$ cat src/rtl/mem_access_stage_if.sv
// mem_access_stage_if: EX/MEM, MEM/WB, data-cache and snoop signals of the memory-access stage.
interface mem_access_stage_if #(
    parameter int STALL_CNT_W = 16
);
    logic                   valid_MEM;
    logic                   MemRd_MEM;
    logic                   MemWr_MEM;
    logic                   LL_MEM;
    logic                   SC_MEM;
    logic [31:0]            aluout_MEM;
    logic [31:0]            busB_MEM;
    logic                   flush;
    logic                   freeze;
    logic                   dhit;
    logic [31:0]            dmemload;
    logic                   snoop_inv;
    logic [31:0]            snoop_addr;
    logic                   dmemREN;
    logic                   dmemWEN;
    logic [31:0]            dmemaddr;
    logic [31:0]            dmemstore;
    logic [31:0]            Output_Port_MEM;
    logic                   wb_valid;
    logic                   mem_stall;
    logic [STALL_CNT_W-1:0] stall_count;

    modport master (
        input  valid_MEM, MemRd_MEM, MemWr_MEM, LL_MEM, SC_MEM, aluout_MEM, busB_MEM,
        input  flush, freeze, dhit, dmemload, snoop_inv, snoop_addr,
        output dmemREN, dmemWEN, dmemaddr, dmemstore, Output_Port_MEM, wb_valid, mem_stall, stall_count
    );

    modport slave (
        output valid_MEM, MemRd_MEM, MemWr_MEM, LL_MEM, SC_MEM, aluout_MEM, busB_MEM,
        output flush, freeze, dhit, dmemload, snoop_inv, snoop_addr,
        input  dmemREN, dmemWEN, dmemaddr, dmemstore, Output_Port_MEM, wb_valid, mem_stall, stall_count
    );
endinterface

$ cat src/rtl/mem_access_stage.sv
// mem_access_stage: MEM-stage controller issuing LW/SW/LL/SC cache accesses and owning the LL/SC link.
module mem_access_stage #(
    parameter int STALL_CNT_W = 16
) (
    input logic                CLK,
    input logic                nRST,
    mem_access_stage_if.master bus
);
    typedef enum logic [1:0] {IDLE, WAIT, DONE} state_t;

    state_t                 state_q, state_d;
    logic                   rd_q, rd_d, ll_q, ll_d, sc_q, sc_d;
    logic [31:0]            addr_q, addr_d, data_q, data_d, result_q, result_d;
    logic [31:0]            lladdr_q, lladdr_d;
    logic                   llvalid_q, llvalid_d;
    logic [STALL_CNT_W-1:0] cnt_q, cnt_d;
    logic                   op, is_sc, sc_fail, sc_reject, issue, done_hit, link_set, link_clr;
    logic                   ren, wen, wbv, stall;
    logic [31:0]            out;

    assign op        = bus.valid_MEM & ~bus.flush & (bus.MemRd_MEM | bus.MemWr_MEM);
    assign is_sc     = ~bus.MemRd_MEM & bus.SC_MEM;
    assign sc_fail   = ~llvalid_q | (lladdr_q != bus.aluout_MEM) |
                       (bus.snoop_inv & (bus.snoop_addr == bus.aluout_MEM));
    assign sc_reject = (state_q == IDLE) & op & is_sc & sc_fail;
    assign issue     = (state_q == IDLE) & op & ~sc_reject;
    assign done_hit  = (state_q == WAIT) & bus.dhit;
    assign link_set  = done_hit & ll_q;
    // every SC consumes the link; a plain store to the linked word breaks it
    assign link_clr  = ((state_q == IDLE) & op & is_sc) |
                       (done_hit & ~rd_q & ~sc_q & (addr_q == lladdr_q));

    always_ff @(posedge CLK or negedge nRST) begin
        if (!nRST) state_q <= IDLE;
        else       state_q <= state_d;
    end

    always_comb begin
        state_d = (state_q == IDLE) ? (issue ? WAIT : IDLE) :
                  (state_q == WAIT) ? (bus.dhit ? DONE : WAIT) :
                  (bus.freeze ? DONE : IDLE);
    end

    always_comb begin
        rd_d      = issue ? bus.MemRd_MEM : rd_q;
        ll_d      = issue ? bus.MemRd_MEM & bus.LL_MEM : ll_q;
        sc_d      = issue ? is_sc : sc_q;
        addr_d    = issue ? bus.aluout_MEM : addr_q;
        data_d    = issue ? bus.busB_MEM : data_q;
        result_d  = done_hit ? (rd_q ? bus.dmemload : sc_q ? 32'd1 : addr_q) : result_q;
        lladdr_d  = link_set ? addr_q : lladdr_q;
        // a snoop is judged against the link as it will stand after this edge
        llvalid_d = (link_set | (llvalid_q & ~link_clr)) &
                    ~(bus.snoop_inv & (bus.snoop_addr == lladdr_d));
        cnt_d     = (stall & ~&cnt_q) ? cnt_q + STALL_CNT_W'(1) : cnt_q;
    end

    always_ff @(posedge CLK or negedge nRST) begin
        if (!nRST) begin
            rd_q      <= 1'b0;
            ll_q      <= 1'b0;
            sc_q      <= 1'b0;
            addr_q    <= '0;
            data_q    <= '0;
            result_q  <= '0;
            lladdr_q  <= '0;
            llvalid_q <= 1'b0;
            cnt_q     <= '0;
        end else begin
            rd_q      <= rd_d;
            ll_q      <= ll_d;
            sc_q      <= sc_d;
            addr_q    <= addr_d;
            data_q    <= data_d;
            result_q  <= result_d;
            lladdr_q  <= lladdr_d;
            llvalid_q <= llvalid_d;
            cnt_q     <= cnt_d;
        end
    end

    always_comb begin
        ren   = (state_q == WAIT) & rd_q;
        wen   = (state_q == WAIT) & ~rd_q;
        wbv   = (state_q == DONE) |
                ((state_q == IDLE) & ((bus.valid_MEM & ~bus.flush & ~op) | sc_reject));
        out   = (state_q == DONE) ? result_q :
                ((state_q == IDLE) & ~op) ? bus.aluout_MEM : 32'd0;
        stall = (state_q == WAIT) | issue | bus.freeze;
    end

    // outputs are forced low for the whole time reset is held
    assign bus.dmemREN         = nRST & ren;
    assign bus.dmemWEN         = nRST & wen;
    assign bus.dmemaddr        = addr_q;
    assign bus.dmemstore       = data_q;
    assign bus.Output_Port_MEM = nRST ? out : 32'd0;
    assign bus.wb_valid        = nRST & wbv;
    assign bus.mem_stall       = nRST & stall;
    assign bus.stall_count     = cnt_q;
endmodule

$ cat src/flat_wrapper.sv
// flat-port wrapper written by rule: the top's interface ports become plain ports
module mem_access_stage_flat 
#(
    parameter int STALL_CNT_W = 16
)
  (CLK, nRST, bus_valid_MEM, bus_MemRd_MEM, bus_MemWr_MEM, bus_LL_MEM, bus_SC_MEM, bus_aluout_MEM, bus_busB_MEM, bus_flush, bus_freeze, bus_dhit, bus_dmemload, bus_snoop_inv, bus_snoop_addr, bus_dmemREN, bus_dmemWEN, bus_dmemaddr, bus_dmemstore, bus_Output_Port_MEM, bus_wb_valid, bus_mem_stall, bus_stall_count);
  mem_access_stage_if #(.STALL_CNT_W(STALL_CNT_W)) bus_i ();
  input logic CLK;
  input logic nRST;
  input wire logic [$bits(bus_i.valid_MEM)-1:0] bus_valid_MEM;
  input wire logic [$bits(bus_i.MemRd_MEM)-1:0] bus_MemRd_MEM;
  input wire logic [$bits(bus_i.MemWr_MEM)-1:0] bus_MemWr_MEM;
  input wire logic [$bits(bus_i.LL_MEM)-1:0] bus_LL_MEM;
  input wire logic [$bits(bus_i.SC_MEM)-1:0] bus_SC_MEM;
  input wire logic [$bits(bus_i.aluout_MEM)-1:0] bus_aluout_MEM;
  input wire logic [$bits(bus_i.busB_MEM)-1:0] bus_busB_MEM;
  input wire logic [$bits(bus_i.flush)-1:0] bus_flush;
  input wire logic [$bits(bus_i.freeze)-1:0] bus_freeze;
  input wire logic [$bits(bus_i.dhit)-1:0] bus_dhit;
  input wire logic [$bits(bus_i.dmemload)-1:0] bus_dmemload;
  input wire logic [$bits(bus_i.snoop_inv)-1:0] bus_snoop_inv;
  input wire logic [$bits(bus_i.snoop_addr)-1:0] bus_snoop_addr;
  output wire logic [$bits(bus_i.dmemREN)-1:0] bus_dmemREN;
  output wire logic [$bits(bus_i.dmemWEN)-1:0] bus_dmemWEN;
  output wire logic [$bits(bus_i.dmemaddr)-1:0] bus_dmemaddr;
  output wire logic [$bits(bus_i.dmemstore)-1:0] bus_dmemstore;
  output wire logic [$bits(bus_i.Output_Port_MEM)-1:0] bus_Output_Port_MEM;
  output wire logic [$bits(bus_i.wb_valid)-1:0] bus_wb_valid;
  output wire logic [$bits(bus_i.mem_stall)-1:0] bus_mem_stall;
  output wire logic [$bits(bus_i.stall_count)-1:0] bus_stall_count;
  assign bus_i.valid_MEM = bus_valid_MEM;
  assign bus_i.MemRd_MEM = bus_MemRd_MEM;
  assign bus_i.MemWr_MEM = bus_MemWr_MEM;
  assign bus_i.LL_MEM = bus_LL_MEM;
  assign bus_i.SC_MEM = bus_SC_MEM;
  assign bus_i.aluout_MEM = bus_aluout_MEM;
  assign bus_i.busB_MEM = bus_busB_MEM;
  assign bus_i.flush = bus_flush;
  assign bus_i.freeze = bus_freeze;
  assign bus_i.dhit = bus_dhit;
  assign bus_i.dmemload = bus_dmemload;
  assign bus_i.snoop_inv = bus_snoop_inv;
  assign bus_i.snoop_addr = bus_snoop_addr;
  assign bus_dmemREN = bus_i.dmemREN;
  assign bus_dmemWEN = bus_i.dmemWEN;
  assign bus_dmemaddr = bus_i.dmemaddr;
  assign bus_dmemstore = bus_i.dmemstore;
  assign bus_Output_Port_MEM = bus_i.Output_Port_MEM;
  assign bus_wb_valid = bus_i.wb_valid;
  assign bus_mem_stall = bus_i.mem_stall;
  assign bus_stall_count = bus_i.stall_count;
  mem_access_stage #(.STALL_CNT_W(STALL_CNT_W)) u_core (.CLK(CLK), .nRST(nRST), .bus(bus_i));
endmodule
$ cat config.mk
export PLATFORM = sky130hd
export DESIGN_NAME = mem_access_stage_flat
export DESIGN_NICKNAME = d
export VERILOG_FILES = /design/src/rtl/mem_access_stage_if.sv /design/src/rtl/mem_access_stage.sv /design/src/flat_wrapper.sv
export SDC_FILE = /design/constraint.sdc
export NUM_CORES = 1
export LEC_CHECK = 0
export BUFFER_PORTS_ARGS = -buffer_cell sky130_fd_sc_hd__buf_2
export CORE_UTILIZATION = 30
export CTS_CLUSTER_DIAMETER = 120
export DETAILED_ROUTE_END_ITERATION = 7
export PLACE_DENSITY_LB_ADDON = 0.05
export RECOVER_POWER = 100
export SETUP_SLACK_MARGIN = 0.15
export SYNTH_ARGS = -nofsm -noshare
export SYNTH_HDL_FRONTEND = slang
export SYNTH_SLANG_ARGS = --single-unit
$ cat constraint.sdc
create_clock -name CLK -period 2.2 [get_ports CLK]
set_input_delay 0.11 -clock CLK [delete_from_list [all_inputs] [get_ports CLK]]
set_output_delay 0.11 -clock CLK [all_outputs]
set_load 0.005 [all_outputs]
==> load_flow_metrics.sql <==
INSERT INTO impl_metrics (metric_group, metric, value, unit) VALUES
('clocking', 'clock_transition_at_the_registers_of_the_reported_paths', '70', 'ps'),
('place', 'post_dp_cell_area', '10900', 'µm²'),
('clocking', 'clock_sinks', '150', ''),
('grt', 'grt_remaining_overflow', '0', ''),
('clocking', 'clock_tree.buffer_depth', '2', ''),
('synth', 'postSynthNetCount', '889', ''),
('layout', 'regArea', '3750', 'µm²'),
('grt', 'globalRouteTotalUtil', '22.6', '%'),
('clocking', 'clockRootBuffer', 'clkbuf_16', ''),
('floorplanning', 'ioPinCount', '255', ''),
('floorplanning', 'standard_cell_core_area', '26900', 'µm²'),
('floorplanning', 'rows', '60', ''),
('synth', 'ys_top_cells_by_area', 'dfrtp_1 46%, mux2_2 13%, xor2_1 8.4%, a22oi_1 5.9%, xnor2_1 5.4%', ''),
('grt', 'grt_pass1_wl', '47.4', 'mm'),
('setup_path', 'startpoint_type', 'flip-flop', ''),
('routing', 'route.final.wire_length', '31.1', 'mm'),
('clocking', 'tritoncts.num_buffers', '17', ''),
('layout', 'areaGrowthSynthToFinish', '53.1', '%'),
('grt', 'first_global_vias', '7871', ''),
('sta', 'final.min_clock_period', '2740', 'ps'),
('sta', 'maximum_frequency_from_static_timing_analysis', '365', 'MHz'),
('setup_path', 'crit_arrival', '3050', 'ps'),
('synth', 'sequential_fraction_of_the_synthesis_area', '45.7', '%'),
('synth', 'synth_area_per_cell', '11.0', 'µm²'),
('floorplanning', 'initial_core_util', '30.5', '%'),
('layout', 'number_of_nets_in_the_layout', '1355', ''),
('sta', 'finalSetupViolations', '101', ''),
('grt', 'antenna_violations_before_repair', '2', ''),
('floorplanning', 'die_area', '28000', 'µm²'),
('routing', 'detail_route.drc_violations', '0', ''),
('sta', 'finalCritPeriodShare', '125', '%'),
('status', 'violated_checks', 'setup timing', ''),
('sta', 'total_count_of_hold_check_failures_in_the_final_report', '0', ''),
('floorplanning', 'die_width', '167', 'µm'),
('routing', 'drt-initial-drc-count', '383', ''),
('power_and_ir_drop', 'powerDensity', '1010', 'nW/µm²'),
('synth', 'post_synth_inst_count', '749', ''),
('sta', 'relSlewSlack', '27.7', '%'),
('clocking', 'cts_tree', 'done', ''),
('routing', 'post_drt_wl_per_cell', '19.8', 'µm'),
('layout', 'fin_area', '12600', 'µm²'),
('synth', 'yosysTopAreaCell', 'dfrtp_1', ''),
('sta', 'unrepaired_setup_endpoints_after_global_routing', 'yes', ''),
('floorplanning', 'die_span_y', '167', 'µm'),
('sta', 'skew', '15.2', 'ps'),
('synth', 'ys_dominant_reg_cell', 'dfrtp_1', ''),
('layout', 'filler_cell_count', '2697', ''),
('setup_path', 'crit_fanout', '8', ''),
('setup_path', 'critPathRequiredTime', '2510', 'ps'),
('sta', 'worst_pin_slew', '1080', 'ps'),
('sta', 'final.setup.worst_slack', '-539', 'ps'),
('routing', 'detailroute.via_count', '7570', ''),
('routing', 'dr.pass1.iters', '5', ''),
('power_and_ir_drop', 'power_leakage', '5.96', 'nW'),
('synth', 'number_of_enable_flip_flop_cells_after_synthesis', '0', ''),
('synth', 'asyncSetResetFlopFracSynth', '100', '%'),
('layout', 'multi_input_comb_area', '4370', 'µm²'),
('synth', 'count_of_distinct_cell_types_in_the_synthesized_netlist', '57', ''),
('place', 'buffer_ports.inserted', '254', ''),
('synth', 'post_synth_instance_area', '8210', 'µm²'),
('setup_path', 'cp_slowest_cell', 'dfrtp_1', ''),
('setup_path', 'crit_path_max_incr_delay', '400', 'ps'),
('synth', 'ys_seq_elements', '150', ''),
('synth', 'yosysWarnings', '0', ''),
('layout', 'final_layout_size_suffix_gt1_share', '40.4', '%'),
('place', 'hpwl_after_detailed_placement', '23.1', 'mm'),
('sta', 'maxSlewViolCount', '0', ''),
('run', 'cap_viol_max_count', '0', ''),
('hold_path', 'hp-class', 'primary input to flip-flop', ''),
('clocking', 'htreeDepth', '4', ''),
('sta', 'fin_worst_hold_slack', '5.19', 'ps'),
('routing', 'vias_per_cell', '4.82', ''),
('routing', 'postRouteAntennaNets', '0', ''),
('grt', 'largest_net_degree_at_the_start_of_global_routing', '66', ''),
('place', 'place.gp.congestion', '0.839', ''),
('status', 'outcome', 'finished, violations left', ''),
('setup_path', 'timing.critical_path.to_type', 'flip-flop', ''),
('sta', 'timing.setup.tns', '-44390', 'ps'),
('power_and_ir_drop', 'worst_ir_drop_vdd', '406', 'µV'),
('clocking', 'clkLatencyLatePin', '430', 'ps'),
('setup_path', 'crit_path_cell_trace', 'xor2_2 -> a221o_1 -> nor4_4 -> buf_4 -> nand4_1 -> buf_4 -> buf_6 -> nor3_4 -> buf_6 -> o21ai_4 -> buf_12 -> buf_16 -> mux2_4', ''),
('synth', 'synth.top_cell.area_share', '45.7', '%'),
('setup_path', 'critPathKind', 'flip-flop to flip-flop', '');
-- sequential cells by signal, summed over array words and instances (netlist names) --
name	flops
u_core.bus.dmemaddr	32
u_core.bus.dmemstore	32
u_core.bus.stall_count	16
u_core.ll_q	1
u_core.lladdr_q	32
u_core.llvalid_q	1
u_core.rd_q	1
u_core.result_q	32
u_core.sc_q	1
u_core.state_q	2
-- final cells by class --
cell class	instances	area share, %
Antenna cell	2	0.0398
Clock buffer	18	3.41
Clock inverter	14	1.31
Inverter	16	0.478
Multi-Input combinational cell	544	34.8
Sequential cell	150	29.9
Tap cell	341	3.39
Timing Repair Buffer	486	26.7
-- through the flow --
stage               util, %  std cells  power, W  setup WS, ps
global route           46.8       1570    0.0136          -628
floorplan                 -        749   0.00708          -123
detailed placement     40.6       1450   0.00967          -443
global placement       40.6       1450   0.00964          -479
finish                 46.8       1571    0.0127          -539
CTS                    47.2       1565    0.0130          -510
-- cells by family after synthesis --
logic type	synth area share, %
AND/OR/NAND/NOR	11.6
XOR/XNOR	13.9
adder cells (fa/ha/maj)	0.152
flip-flops	45.7
buffers and inverters	3.03
multiplexers	13.8
AO/OA/AOI/OAI	11.8
-- Yosys cell counts (2+ instances only) --
cell type and count:
nor2_1 18, xor2_1 79, o22ai_1 3, nor2b_1 33, xnor2_1 51, nor3b_1 3, mux2_2 97, a22oi_1 64
buf_6 4, or3_1 2, o21ai_0 37, o2111ai_1 5, clkbuf_1 25, mux2_4 2, and3_1 11, dfrtp_1 150
nor3_1 6, nand3_1 5, inv_1 16, nand2b_1 2, buf_1 2, buf_2 7, nand4_1 12, nand2_1 47
and2_1 5, o211ai_1 11, a21oi_1 4, nor4_1 19
-- report_power, final --
group	switching, W	total (W)	internal, W
sequential	0.000761	0.00456	0.00380
combinational	0.00265	0.00517	0.00252
clock	0.00131	0.00302	0.00171
-- path summary, 6_finish.rpt --
check                           depth (start not counted)                       startpoint                                    end  slack (ps)
worst max-delay path                                   13    u_core.lladdr_q[18]$_DFF_PN0_   u_core.bus.dmemstore[25]$_DFFE_PN0P_        -540
worst min-delay path                                    3                 bus_dmemload[11]        u_core.result_q[11]$_DFFE_PN0N_           5
worst max register to register                         13    u_core.lladdr_q[18]$_DFF_PN0_   u_core.bus.dmemstore[25]$_DFFE_PN0P_        -540
worst min register to register                          2  u_core.result_q[27]$_DFFE_PN0N_        u_core.result_q[27]$_DFFE_PN0N_         480
max in group asynchronous                               4                             nRST            u_core.state_q[0]$_DFF_PN0_         180
min in group asynchronous                               2                             nRST  u_core.bus.stall_count[6]$_DFFE_PN0P_         390
-- layout by cell type, fill, tap and decap left out, types with 5 or more instances in the layout --
cell           count
and3_1            11
o21ai_0           36
clkbuf_2           5
clkbuf_16         17
buf_16             7
inv_1             16
buf_6             12
inv_6              5
nor2_1            17
mux2_2            72
clkbuf_1          56
nand4_1           12
nor2b_1           34
nand3_1            5
xnor2_1           49
nor4_1            15
xor2_1            78
nand2_1           47
o211ai_1          11
mux2_1            24
buf_4            103
buf_12            13
buf_2            227
dfrtp_1          150
and2_1             5
a22oi_1           64
dlygate4sd3_1     61
-- repair_timing --
item                                    in CTS  in global routing
hold buffers                                61                  0
cloned                                       7                  1
resized for setup                           40                 11
buffers inserted                            15                  3
pin swaps                                   10                  4
endpoints found under the setup margin      88                106
hold endpoints to repair                   166                  0
-- routing by layer --
metal | GRT usage [%] | wire length, µm | vias to the layer above
met5 | 0 | 0 | -
met4 | 4.83 | 262 | 0
met3 | 3.62 | 1460 | 16
met2 | 36.8 | 14800 | 210
met1 | 31.6 | 14600 | 3717
li1 | - | - | 3627
-- critical path: cells and delay by family, from the launching register on --
| family | cells | cell delay, ps |
|---|---|---|
| XOR/XNOR | 1 | 160 |
| AND/OR/NAND/NOR | 3 | 440 |
| multiplexers | 1 | 290 |
| buffers and inverters | 6 | 880 |
| flip-flops | 1 | 400 |
| AO/OA/AOI/OAI | 2 | 440 |
No activity file was read; power rests on OpenSTA's default activity.
